===== src/rtl/centroid_div_sequencer_if.sv =====
// centroid_div_sequencer_if: frame statistics in, centroid result and status out; master drives stats, slave is the sequencer
interface centroid_div_sequencer_if #(
  parameter int INPUT_WIDTH = 11,
  parameter int SUM_WIDTH   = 27,
  parameter int COUNT_WIDTH = 19
);
  logic                   enable;
  logic                   start;
  logic [SUM_WIDTH-1:0]   x_sum;
  logic [SUM_WIDTH-1:0]   y_sum;
  logic [COUNT_WIDTH-1:0] count;
  logic [INPUT_WIDTH-1:0] x_position;
  logic [INPUT_WIDTH-1:0] y_position;
  logic                   xy_valid;
  logic                   busy;
  logic                   overrun;
  modport master (
    output enable, start, x_sum, y_sum, count,
    input  x_position, y_position, xy_valid, busy, overrun
  );
  modport slave (
    input  enable, start, x_sum, y_sum, count,
    output x_position, y_position, xy_valid, busy, overrun
  );
endinterface


===== src/rtl/centroid_div_sequencer.sv =====
// centroid_div_sequencer: one shared restoring divider computes x_sum/count then y_sum/count per frame (ports: clk, aresetn, bus slave)
module centroid_div_sequencer #(
  parameter int INPUT_WIDTH  = 11,
  parameter int SUM_WIDTH    = 27,
  parameter int COUNT_WIDTH  = 19,
  parameter int COUNT_THRESH = 40
) (
  input logic clk,
  input logic aresetn,
  centroid_div_sequencer_if.slave bus
);
  localparam int ITW = $clog2(SUM_WIDTH);
  typedef enum logic [1:0] {IDLE, DIV_X, DIV_Y, DONE} state_t;
  state_t                 state, nxt;
  logic [SUM_WIDTH-1:0]   y_snap, dvd, quo, q_n;
  logic [COUNT_WIDTH-1:0] dvs;
  logic [COUNT_WIDTH:0]   rem, rem_n;
  logic [COUNT_WIDTH+1:0] trial, diff;
  logic [ITW-1:0]         iter;
  logic [INPUT_WIDTH-1:0] x_res, q_sat;
  logic                   ge, last, below;
  assign below = bus.count < COUNT_WIDTH'(COUNT_THRESH);
  assign trial = {rem, dvd[SUM_WIDTH-1]};
  assign diff  = trial - (COUNT_WIDTH+2)'(dvs);
  assign ge    = trial >= (COUNT_WIDTH+2)'(dvs);
  assign rem_n = ge ? diff[COUNT_WIDTH:0] : trial[COUNT_WIDTH:0];
  assign q_n   = {quo[SUM_WIDTH-2:0], ge};
  assign q_sat = |q_n[SUM_WIDTH-1:INPUT_WIDTH] ? '1 : q_n[INPUT_WIDTH-1:0];
  assign last  = iter == '0;
  assign bus.busy = state != IDLE;
  always_ff @(posedge clk or negedge aresetn)
    if (!aresetn) state <= IDLE;
    else state <= nxt;
  always_comb begin
    nxt = state;
    if (!bus.enable) nxt = IDLE;
    else if (state == IDLE) nxt = bus.start ? (below ? DONE : DIV_X) : IDLE;
    else if (state == DONE) nxt = IDLE;
    else if (last) nxt = state == DIV_X ? DIV_Y : DONE;
  end
  always_ff @(posedge clk or negedge aresetn)
    if (!aresetn) begin
      bus.x_position <= '0;
      bus.y_position <= '0;
      bus.xy_valid   <= 1'b0;
      bus.overrun    <= 1'b0;
      y_snap         <= '0;
      dvs            <= '0;
      rem            <= '0;
      dvd            <= '0;
      quo            <= '0;
      iter           <= '0;
      x_res          <= '0;
    end else if (!bus.enable) begin
      bus.x_position <= '0;
      bus.y_position <= '0;
      bus.xy_valid   <= 1'b0;
      bus.overrun    <= 1'b0;
    end else begin
      bus.xy_valid <= 1'b0;
      bus.overrun  <= bus.start && state != IDLE;
      if (state == IDLE && bus.start) begin
        y_snap <= bus.y_sum;
        dvs    <= bus.count;
        rem    <= '0;
        dvd    <= bus.x_sum;
        iter   <= ITW'(SUM_WIDTH - 1);
        if (below) begin
          bus.x_position <= '1;
          bus.y_position <= '1;
          bus.xy_valid   <= 1'b1;
        end
      end else if (state == DIV_X || state == DIV_Y) begin
        rem  <= rem_n;
        dvd  <= {dvd[SUM_WIDTH-2:0], 1'b0};
        quo  <= q_n;
        iter <= iter - 1'b1;
        if (last && state == DIV_X) begin
          x_res <= q_sat;
          rem   <= '0;
          dvd   <= y_snap;
          iter  <= ITW'(SUM_WIDTH - 1);
        end else if (last) begin
          bus.x_position <= x_res;
          bus.y_position <= q_sat;
          bus.xy_valid   <= 1'b1;
        end
      end
    end
endmodule

===== src/flat_wrapper.sv =====
// flat-port wrapper written by rule: the top's interface ports become plain ports
module centroid_div_sequencer_flat 
#(
  parameter int INPUT_WIDTH  = 11,
  parameter int SUM_WIDTH    = 27,
  parameter int COUNT_WIDTH  = 19,
  parameter int COUNT_THRESH = 40
)
  (clk, aresetn, bus_enable, bus_start, bus_x_sum, bus_y_sum, bus_count, bus_x_position, bus_y_position, bus_xy_valid, bus_busy, bus_overrun);
  centroid_div_sequencer_if #(.INPUT_WIDTH(INPUT_WIDTH), .SUM_WIDTH(SUM_WIDTH), .COUNT_WIDTH(COUNT_WIDTH)) bus_i ();
  input logic clk;
  input logic aresetn;
  input wire logic [$bits(bus_i.enable)-1:0] bus_enable;
  input wire logic [$bits(bus_i.start)-1:0] bus_start;
  input wire logic [$bits(bus_i.x_sum)-1:0] bus_x_sum;
  input wire logic [$bits(bus_i.y_sum)-1:0] bus_y_sum;
  input wire logic [$bits(bus_i.count)-1:0] bus_count;
  output wire logic [$bits(bus_i.x_position)-1:0] bus_x_position;
  output wire logic [$bits(bus_i.y_position)-1:0] bus_y_position;
  output wire logic [$bits(bus_i.xy_valid)-1:0] bus_xy_valid;
  output wire logic [$bits(bus_i.busy)-1:0] bus_busy;
  output wire logic [$bits(bus_i.overrun)-1:0] bus_overrun;
  assign bus_i.enable = bus_enable;
  assign bus_i.start = bus_start;
  assign bus_i.x_sum = bus_x_sum;
  assign bus_i.y_sum = bus_y_sum;
  assign bus_i.count = bus_count;
  assign bus_x_position = bus_i.x_position;
  assign bus_y_position = bus_i.y_position;
  assign bus_xy_valid = bus_i.xy_valid;
  assign bus_busy = bus_i.busy;
  assign bus_overrun = bus_i.overrun;
  centroid_div_sequencer #(.INPUT_WIDTH(INPUT_WIDTH), .SUM_WIDTH(SUM_WIDTH), .COUNT_WIDTH(COUNT_WIDTH), .COUNT_THRESH(COUNT_THRESH)) u_core (.clk(clk), .aresetn(aresetn), .bus(bus_i));
endmodule

===== config.mk =====
export PLATFORM = sky130hd
export DESIGN_NAME = centroid_div_sequencer_flat
export DESIGN_NICKNAME = d
export VERILOG_FILES = /design/src/rtl/centroid_div_sequencer_if.sv /design/src/rtl/centroid_div_sequencer.sv /design/src/flat_wrapper.sv
export SDC_FILE = /design/constraint.sdc
export NUM_CORES = 1
export LEC_CHECK = 0
export CELL_PAD_IN_SITES_DETAIL_PLACEMENT = 1
export CELL_PAD_IN_SITES_GLOBAL_PLACEMENT = 2
export CORE_MARGIN = 4
export CORE_UTILIZATION = 25
export DETAILED_ROUTE_END_ITERATION = 10
export GPL_ROUTABILITY_DRIVEN = 0
export MAX_ROUTING_LAYER = met4
export PLACE_DENSITY = 0.6
export SLEW_MARGIN = 20
export SYNTH_ARGS = -nofsm -noshare
export SYNTH_HDL_FRONTEND = slang
export SYNTH_SLANG_ARGS = --single-unit

===== constraint.sdc =====
create_clock -name clk -period 5.7 [get_ports clk]
set_input_delay 1.14 -clock clk [delete_from_list [all_inputs] [get_ports clk]]
set_output_delay 1.14 -clock clk [all_outputs]
set_load 0.02 [all_outputs]

# After elaboration in Yosys (flattened, before gate mapping)
# Index checks and enable logic that the tools add are counted.
[word_totals] wordCells=75 out_inout_bits=25 input_bits=77 ff_bits=161
[op_classes] n_lt_le_gt_ge=2 bitwise=1 n_mux=36 n_addsub=2 reduce_logical=14 eq_ne=8
[op_table] cell="$mux 11" n=12
[op_table] cell="$mux 27" n=3
[op_table] cell="$mux 20" n=4
[op_table] cell="$ge 21x19->1" n=1
[op_table] cell="$sub 20x19->20" n=1
[op_table] cell="$lt 19x6->1 const B" n=1
[op_table] cell="$reduce_or 16->1" n=1
[op_table] cell="$mux 5" n=3
[op_table] cell="$mux 2" n=6
[op_table] cell="$mux 1" n=8
[op_table] cell="$reduce_and 4->1" n=2
[op_table] cell="$ne 3x1->1 const B" n=2
[op_table] cell="$ne 3x2->1 const B" n=2
[op_table] cell="$logic_not 5->1" n=1
[op_table] cell="$sub 5x1->5 const B" n=1
[op_table] cell="$eq 2x2->1 const B" n=2
[op_table] cell="$ne 4x1->1 const B" n=1
[op_table] cell="$reduce_and 2->1" n=2
[op_table] cell="$reduce_bool 2->1" n=2
[op_table] cell="$logic_and 1x1->1" n=3
[op_table] cell="$reduce_and 3->1" n=1
[op_table] cell="$eq 2x1->1 const B" n=1
[op_table] cell="$logic_not 2->1" n=1
[op_table] cell="$logic_or 1x1->1" n=1
[op_table] cell="$not 1->1" n=1

# Depth between registers and ports, before layout
# Gate-level depths: netlist of run 1.
[depth] depth_word=7 depth_mapped=12 depth_no_buf=10

# Worst setup path before layout of run 1
# OpenSTA, ideal clock, no wires.
[synth_timing] path_type="in2reg" start="input port bus_start" end="register u_core.dvs[13]" stages=6 setup_time_ns=0.125 slack_ns=3.133 arrival_time_ns=2.443 required_time_ns=5.575 cell_sequence="and2_1 clkbuf_1 nand2_1 clkbuf_1 buf_2 mux2_2"
[synth_via] elab_chain_cells=2
[synth_lines] element="start, declared" line="flat_wrapper.sv:14" text="input wire logic [$bits(bus_i.start)-1:0] bus_start;"
[synth_lines] element="$logic_and 1x1->1" line="centroid_div_sequencer.sv:62" text="if (state == IDLE && bus.start) begin"
[synth_lines] element="$reduce_and 2->1 (no line)"
[synth_lines] element="end signal, assigned" line="centroid_div_sequencer.sv:64" text="dvs <= bus.count;"
[synth_lines] element="end, declared" line="centroid_div_sequencer.sv:16" text="logic [COUNT_WIDTH-1:0] dvs;"
# No other way between the ends.
# A chain may end at the register's enable or synchronous reset.

# Worst setup path in the final report of run 1
[layout_timing] start="input port bus_start" end="register u_core.dvd[0]"
[layout_via] elab_chain_cells=3 word_cells_on_any_way=4 cone_classes="1 x mux; 3 x reduce/logical"
[layout_lines] element="$logic_and 1x1->1 (*)" line="centroid_div_sequencer.sv:62"
[layout_lines] element="$reduce_bool 2->1 (no line)"
[layout_lines] element="$reduce_and 2->1 (no line)"
[layout_lines] element="end signal, assigned" line="centroid_div_sequencer.sv:66" text="dvd <= bus.x_sum;"
[layout_lines] element="end signal, assigned" line="centroid_div_sequencer.sv:75" text="dvd <= {dvd[SUM_WIDTH-2:0], 1'b0};"
[layout_lines] element="end signal, assigned" line="centroid_div_sequencer.sv:81" text="dvd <= y_snap;"
[layout_lines] element="end, declared" line="centroid_div_sequencer.sv:15" text="logic [SUM_WIDTH-1:0] y_snap, dvd, quo, q_n;"
# Mark *: on every way between the ends. The rest lies on a longest branch, timed or not.

==> metrics.yaml, run 1 <==
tns_ns: 0
fin_crit_sh_pct: 59.07
grt_pass1_wl_mm: 35.99
syn-instance-count: 853
worst-path-max-fanout: 44
relSlewSlack_pct: 33.12
period_needed_ns: 3.367
ys.warnings.count: 0
nets: 1033
synth-async-reset-ratio_pct: 100.0
fin_area_um2: 10120
worst_pin_slew_ns: 1.003
first_pass_iters: 4
drt-initial-drc-count: 241
p_total_mw: 3.192
grt_pass1_vias: 6441
cts-buffers-inserted: 17
final_cell_mix: "nand2_1 (166), dfrtp_1 (161), clkdlybuf4s50_1 (100)"
pin_count: 102
dpl-instance-area_um2: 9534
cts_resized: 0
initial_utilization_pct: 25.54
arrival_ns: 3.71
final_common_cell: "nand2_1"
cts.sinks: 161
required_ns: 6.04
antenna_left: 0
fin_skew_ns: 0.01442
drv_cap: 0
setup_viol: 0
grt_max_degree: 84
grt_usage_pct: 12.98
multiInputGateArea_um2: 3775
layout-drive-gt1-share_pct: 10.52
wire_per_inst_um: 15.94
antenna_found_initial: 0
hold_viol: 0
syn_nets: 955
core-area_um2: 31880
diodes: 0
cts_root_buf: "clkbuf_16"
clk_latency_ns: 0.43
fin_ws_ns: 2.333
hold_class: "reg -> reg"
synth_ff_type: "dfrtp_1"
dieArea_um2: 35520
num-fill-cells: 3666
hpwl_mm: 15.88
die_h_um: 188.5
vias: 6112
worstSetupStartpointType: "input port"
power.density_nw_per_um2: 315.3
std_cell_rows: 65
die_w_um: 188.5
drcViolationCount: 0
synth_seq_cells: 161
status: "completed"
cts_setup_buffers: 0
routed_via_density: 4.442
wl_mm: 21.93
netlist_area_um2: 8143
path_class: "in -> reg"
cts_tree: "yes"
port-buffer-count: 101
cts-htree-levels: 4
ir_worst_vdd_v: 0.0001790
final-seq-area_um2: 4029
drv_slew: 0
synth_edf_count: 0
ys_seq_area_share_pct: 49.48
clkTransAtPathRegs_ns: 0.06
grt_overflow: 0
ys_types: 63
clk_path_buf_depth: 2
total_leakage_power_nw: 4.388
rsz0062_at_grt: "no"
fmax_mhz: 297.0
finish.utilization_pct: 31.75
post-place-ws_ns: 1.835
syn_area_per_cell_um2: 9.546
area_delta_synth_final_pct: 24.32
cp-end-kind: "flip-flop"
ctsHoldBuffers: 0
registers in the layout, indices dropped and copies added (netlist names):
name                   count
u_core.iter                5
u_core.dvd                27
u_core.quo                26
u_core.bus.overrun         1
u_core.state               2
u_core.dvs                19
u_core.bus.y_position     11
u_core.bus.x_position     11
u_core.x_res              11
u_core.rem                20
u_core.y_snap             27
u_core.bus.xy_valid        1
worst max-delay path, cell delays in order:
cell and delay, ns:
clkdlybuf4s50_1 0.51, and2_2 0.62, buf_4 0.46, nand2_2 0.16, buf_4 0.33, nand2_1 0.22, nor2_1 0.06, a31oi_1 0.14
per-stage QoR:
| step | cells | hold slack [ns] |
|---|---|---|
| global route | 1376 | 0.4994 |
| global placement | 1347 | 0.4614 |
| finish | 1376 | 0.4783 |
| CTS | 1376 | 0.4866 |
| detailed placement | 1347 | 0.4721 |
| floorplan | 853 | 0.4471 |
Yosys cell counts, drive strengths merged, types with 5 or more instances:
cell type / number / area share (%)
nand2b: 5 / 0.38
ha: 24 / 3.7
nor2: 82 / 3.9
a21o: 5 / 0.46
clkbuf: 31 / 1.4
a32oi: 6 / 0.65
mux2i: 38 / 4.7
a31oi: 6 / 0.61
xnor2: 13 / 1.4
nand2: 168 / 7.8
o21ai: 98 / 6.1
nand4: 7 / 0.54
nand3: 6 / 0.37
nor3: 8 / 0.49
a21oi: 39 / 2.6
mux2: 46 / 6.4
dfrtp: 161 / 49
buf: 18 / 1.6
and3: 5 / 0.45
inv: 29 / 1.3
nor4: 5 / 0.38
cell type report:
cell class	instances	area share, %
timing repair buffer	108	10.64
tap	435	5.376
inverter	29	1.075
clock buffer	20	4.511
multi-input combinational	614	37.29
clock inverter	9	1.310
sequential	161	39.80
where the power goes:
group          internal, mW  leakage [nW]  switching [mW]
Combinational         0.292          2.01           0.349
Sequential             1.29          2.10          0.0889
Clock                 0.706         0.284           0.471
Total                  2.28          4.39           0.909
metal layers:
layer | wire length, µm | vias to the layer above | GRT usage [%]
li1 | - | 3083 | -
met1 | 11080 | 2937 | 18.11
met2 | 10010 | 82 | 19.69
met3 | 693 | 10 | 2.668
met4 | 146 | 0 | 2.691
met5 | 0 | - | -
logic make-up after synthesis:
family	Yosys count	synth area share, %
muxes	84	11.03
adders and majority gates	25	3.934
buffers and inverters	78	4.394
DFF	161	49.48
and+or+nand+nor	305	15.95
xor gates and xnor gates	16	1.721
AOI/OAI and AO/OA	184	13.49
path summary, 6_finish.rpt:
path                            depth (start not counted)  slack, ns                        to                startpoint
worst max-delay path                                    8       2.33             u_core.dvd[0]                 bus_start
min in group asynchronous                               1       0.75  u_core.bus.y_position[7]                   aresetn
worst max register to register                          8       2.40            u_core.rem[15]            u_core.rem[11]
max in group asynchronous                               2       4.03             u_core.dvs[7]                   aresetn
worst min register to register                          2       0.48  u_core.bus.y_position[4]  u_core.bus.y_position[4]
worst min-delay path                                    2       0.48  u_core.bus.y_position[4]  u_core.bus.y_position[4]
(Power assumes the default switching activity.)
==> inputs of run 2 (changes only) <==
--- a/config.mk
+++ b/config.mk
@@ -12,7 +12,7 @@
 export DETAILED_ROUTE_END_ITERATION = 10
 export GPL_ROUTABILITY_DRIVEN = 0
 export MAX_ROUTING_LAYER = met4
-export PLACE_DENSITY = 0.6
+export PLACE_DENSITY = 0.63
 export SLEW_MARGIN = 20
 export SYNTH_ARGS = -nofsm -noshare
 export SYNTH_HDL_FRONTEND = slang
==> constraint.sdc (replaced) <==
create_clock -name clk -period 2.74 [get_ports clk]
set_input_delay 0.548 -clock clk [delete_from_list [all_inputs] [get_ports clk]]
set_output_delay 0.548 -clock clk [all_outputs]
set_load 0.02 [all_outputs]
==> metrics.yaml, run 2 (synthesis gave the netlist of run 1 again) <==
hold_viol: 0
hold_start: "u_core.bus.x_position[5]"
drv_cap: 0
path_class: "reg -> reg"
grt_max_degree: 84
hold_class: "reg -> reg"
grt_overflow: 0
drt-initial-drc-count: 219
finalNonFillerCells: 1404
die_h_um: 188.5
std_cell_rows: 65
required_ns: 3.06
power.density_nw_per_um2: 646.7
worst-path-max-fanout: 5
period_needed_ns: 2.546
routed_via_density: 4.501
layout-drive-gt1-share_pct: 12.80
fin_area_um2: 10430
clkTransAtPathRegs_ns: 0.07
drv_slew: 0
arrival_ns: 2.86
tns_ns: 0
vias: 6320
total_leakage_power_nw: 4.549
drcViolationCount: 0
nets: 1058
cp-startpoint: "u_core.rem[3]"
clk_latency_ns: 0.43
clk_path_buf_depth: 2
dp_cells: 1371
rrSetupSlack_ns: 0.19
fin_crit_sh_pct: 92.91
worstSetupStartpointType: "flip-flop"
final_cell_mix: "nand2_1 (166), dfrtp_1 (161), clkdlybuf4s50_1 (100)"
dpl-instance-area_um2: 9814
die_w_um: 188.5
cts_root_buf: "clkbuf_16"
cp-end-kind: "flip-flop"
wire_per_inst_um: 15.99
status: "completed"
first_pass_iters: 4
final-seq-area_um2: 4029
rsz0062_at_grt: "no"
fmax_mhz: 392.8
cts-buffers-inserted: 17
antenna_found_initial: 0
pin_count: 102
crit-reg2reg-launch: "u_core.rem[3]"
top_regs: "u_core.dvd: 27 flops, u_core.y_snap: 27 flops, u_core.quo: 26 flops"
diodes: 0
dieArea_um2: 35520
antenna_left: 0
port-buffer-count: 101
ir_worst_vdd_v: 0.0004271
relSlewSlack_pct: 65.76
multiInputGateArea_um2: 3779
grt_usage_pct: 13.38
hpwl_mm: 15.91
setup_viol: 0
fin_skew_ns: 0.009228
grt_pass1_wl_mm: 37.29
initial_utilization_pct: 25.54
cts_setup_buffers: 0
num-fill-cells: 3668
worst_pin_slew_ns: 0.5135
cts.sinks: 161
cts_tree: "yes"
area_delta_synth_final_pct: 28.03
cts-htree-levels: 4
grt_pass1_vias: 6685
final_common_cell: "nand2_1"
core-area_um2: 31880
wl_mm: 22.45
run 2: cell count changes in the layout (fill, tap and decap cells not counted):
cell and delta:
a21oi_1 -1, a21oi_2 +1, buf_12 +8, buf_4 +16
clkbuf_1 +3, clkinv_2 +1, clkinv_4 -1, dlygate4sd3_1 +1
o21ai_0 -1, o21ai_1 +1
run 2: through the flow:
stage	setup slack (ns)	power, mW	utilization (%)	hold slack (ns)
floorplan	0.4832	3.798	-	0.2524
global placement	0.2006	4.310	30.78	0.3757
finish	0.1942	6.742	32.70	0.4782
CTS	0.1583	6.871	32.69	0.4834
detailed placement	0.1518	4.330	30.78	0.3754
global route	0.01421	7.178	32.70	0.4926
run 2: worst paths after layout:
kind / to / cells past startpoint
worst max-delay path: u_core.rem[15] / 9
worst min-delay path: u_core.bus.x_position[5] / 2
worst max register to register: u_core.rem[15] / 9
worst min register to register: u_core.bus.x_position[5] / 2
max in group asynchronous: u_core.dvd[6] / 3
min in group asynchronous: u_core.quo[12] / 2
run 2: metal layers:
metal	GRT usage, %	up-vias	part of all wire (%)
li1	-	3121	-
met1	18.41	3109	51
met2	20.28	76	45
met3	2.927	14	3.2
met4	3.111	0	0.97
met5	-	-	0
run 2: where the power goes:
group | internal, mW | total (mW) | switching, mW
logic | 0.666 | 1.41 | 0.746
registers | 2.67 | 2.85 | 0.174
clock network | 1.48 | 2.48 | 1.00
run 2: worst max-delay path, stage by stage, from the launching register on:
cell	delay, ns
dfrtp_1	0.40
ha_1	0.40
a21o_1	0.22
a31oi_2	0.21
a211oi_1	0.11
buf_4	0.15
o31ai_1	0.31
nor3b_1	0.25
o21ai_0	0.10
a32o_1	0.27
run 2: timing repair:
action                                  in CTS  in global routing
endpoints found under the hold margin        9                  0
resized for setup                            0                  2
hold buffers                                 1                  0
endpoints found under the setup margin       0                  2
run 2: final cells by class:
class | instances | share of cell area [%]
inverter | 29 | 1.044
sequential | 161 | 38.65
timing repair buffer | 133 | 13.12
tap | 435 | 5.221
multi-input combinational | 614 | 36.25
clock inverter | 9 | 1.236
clock buffer | 23 | 4.489
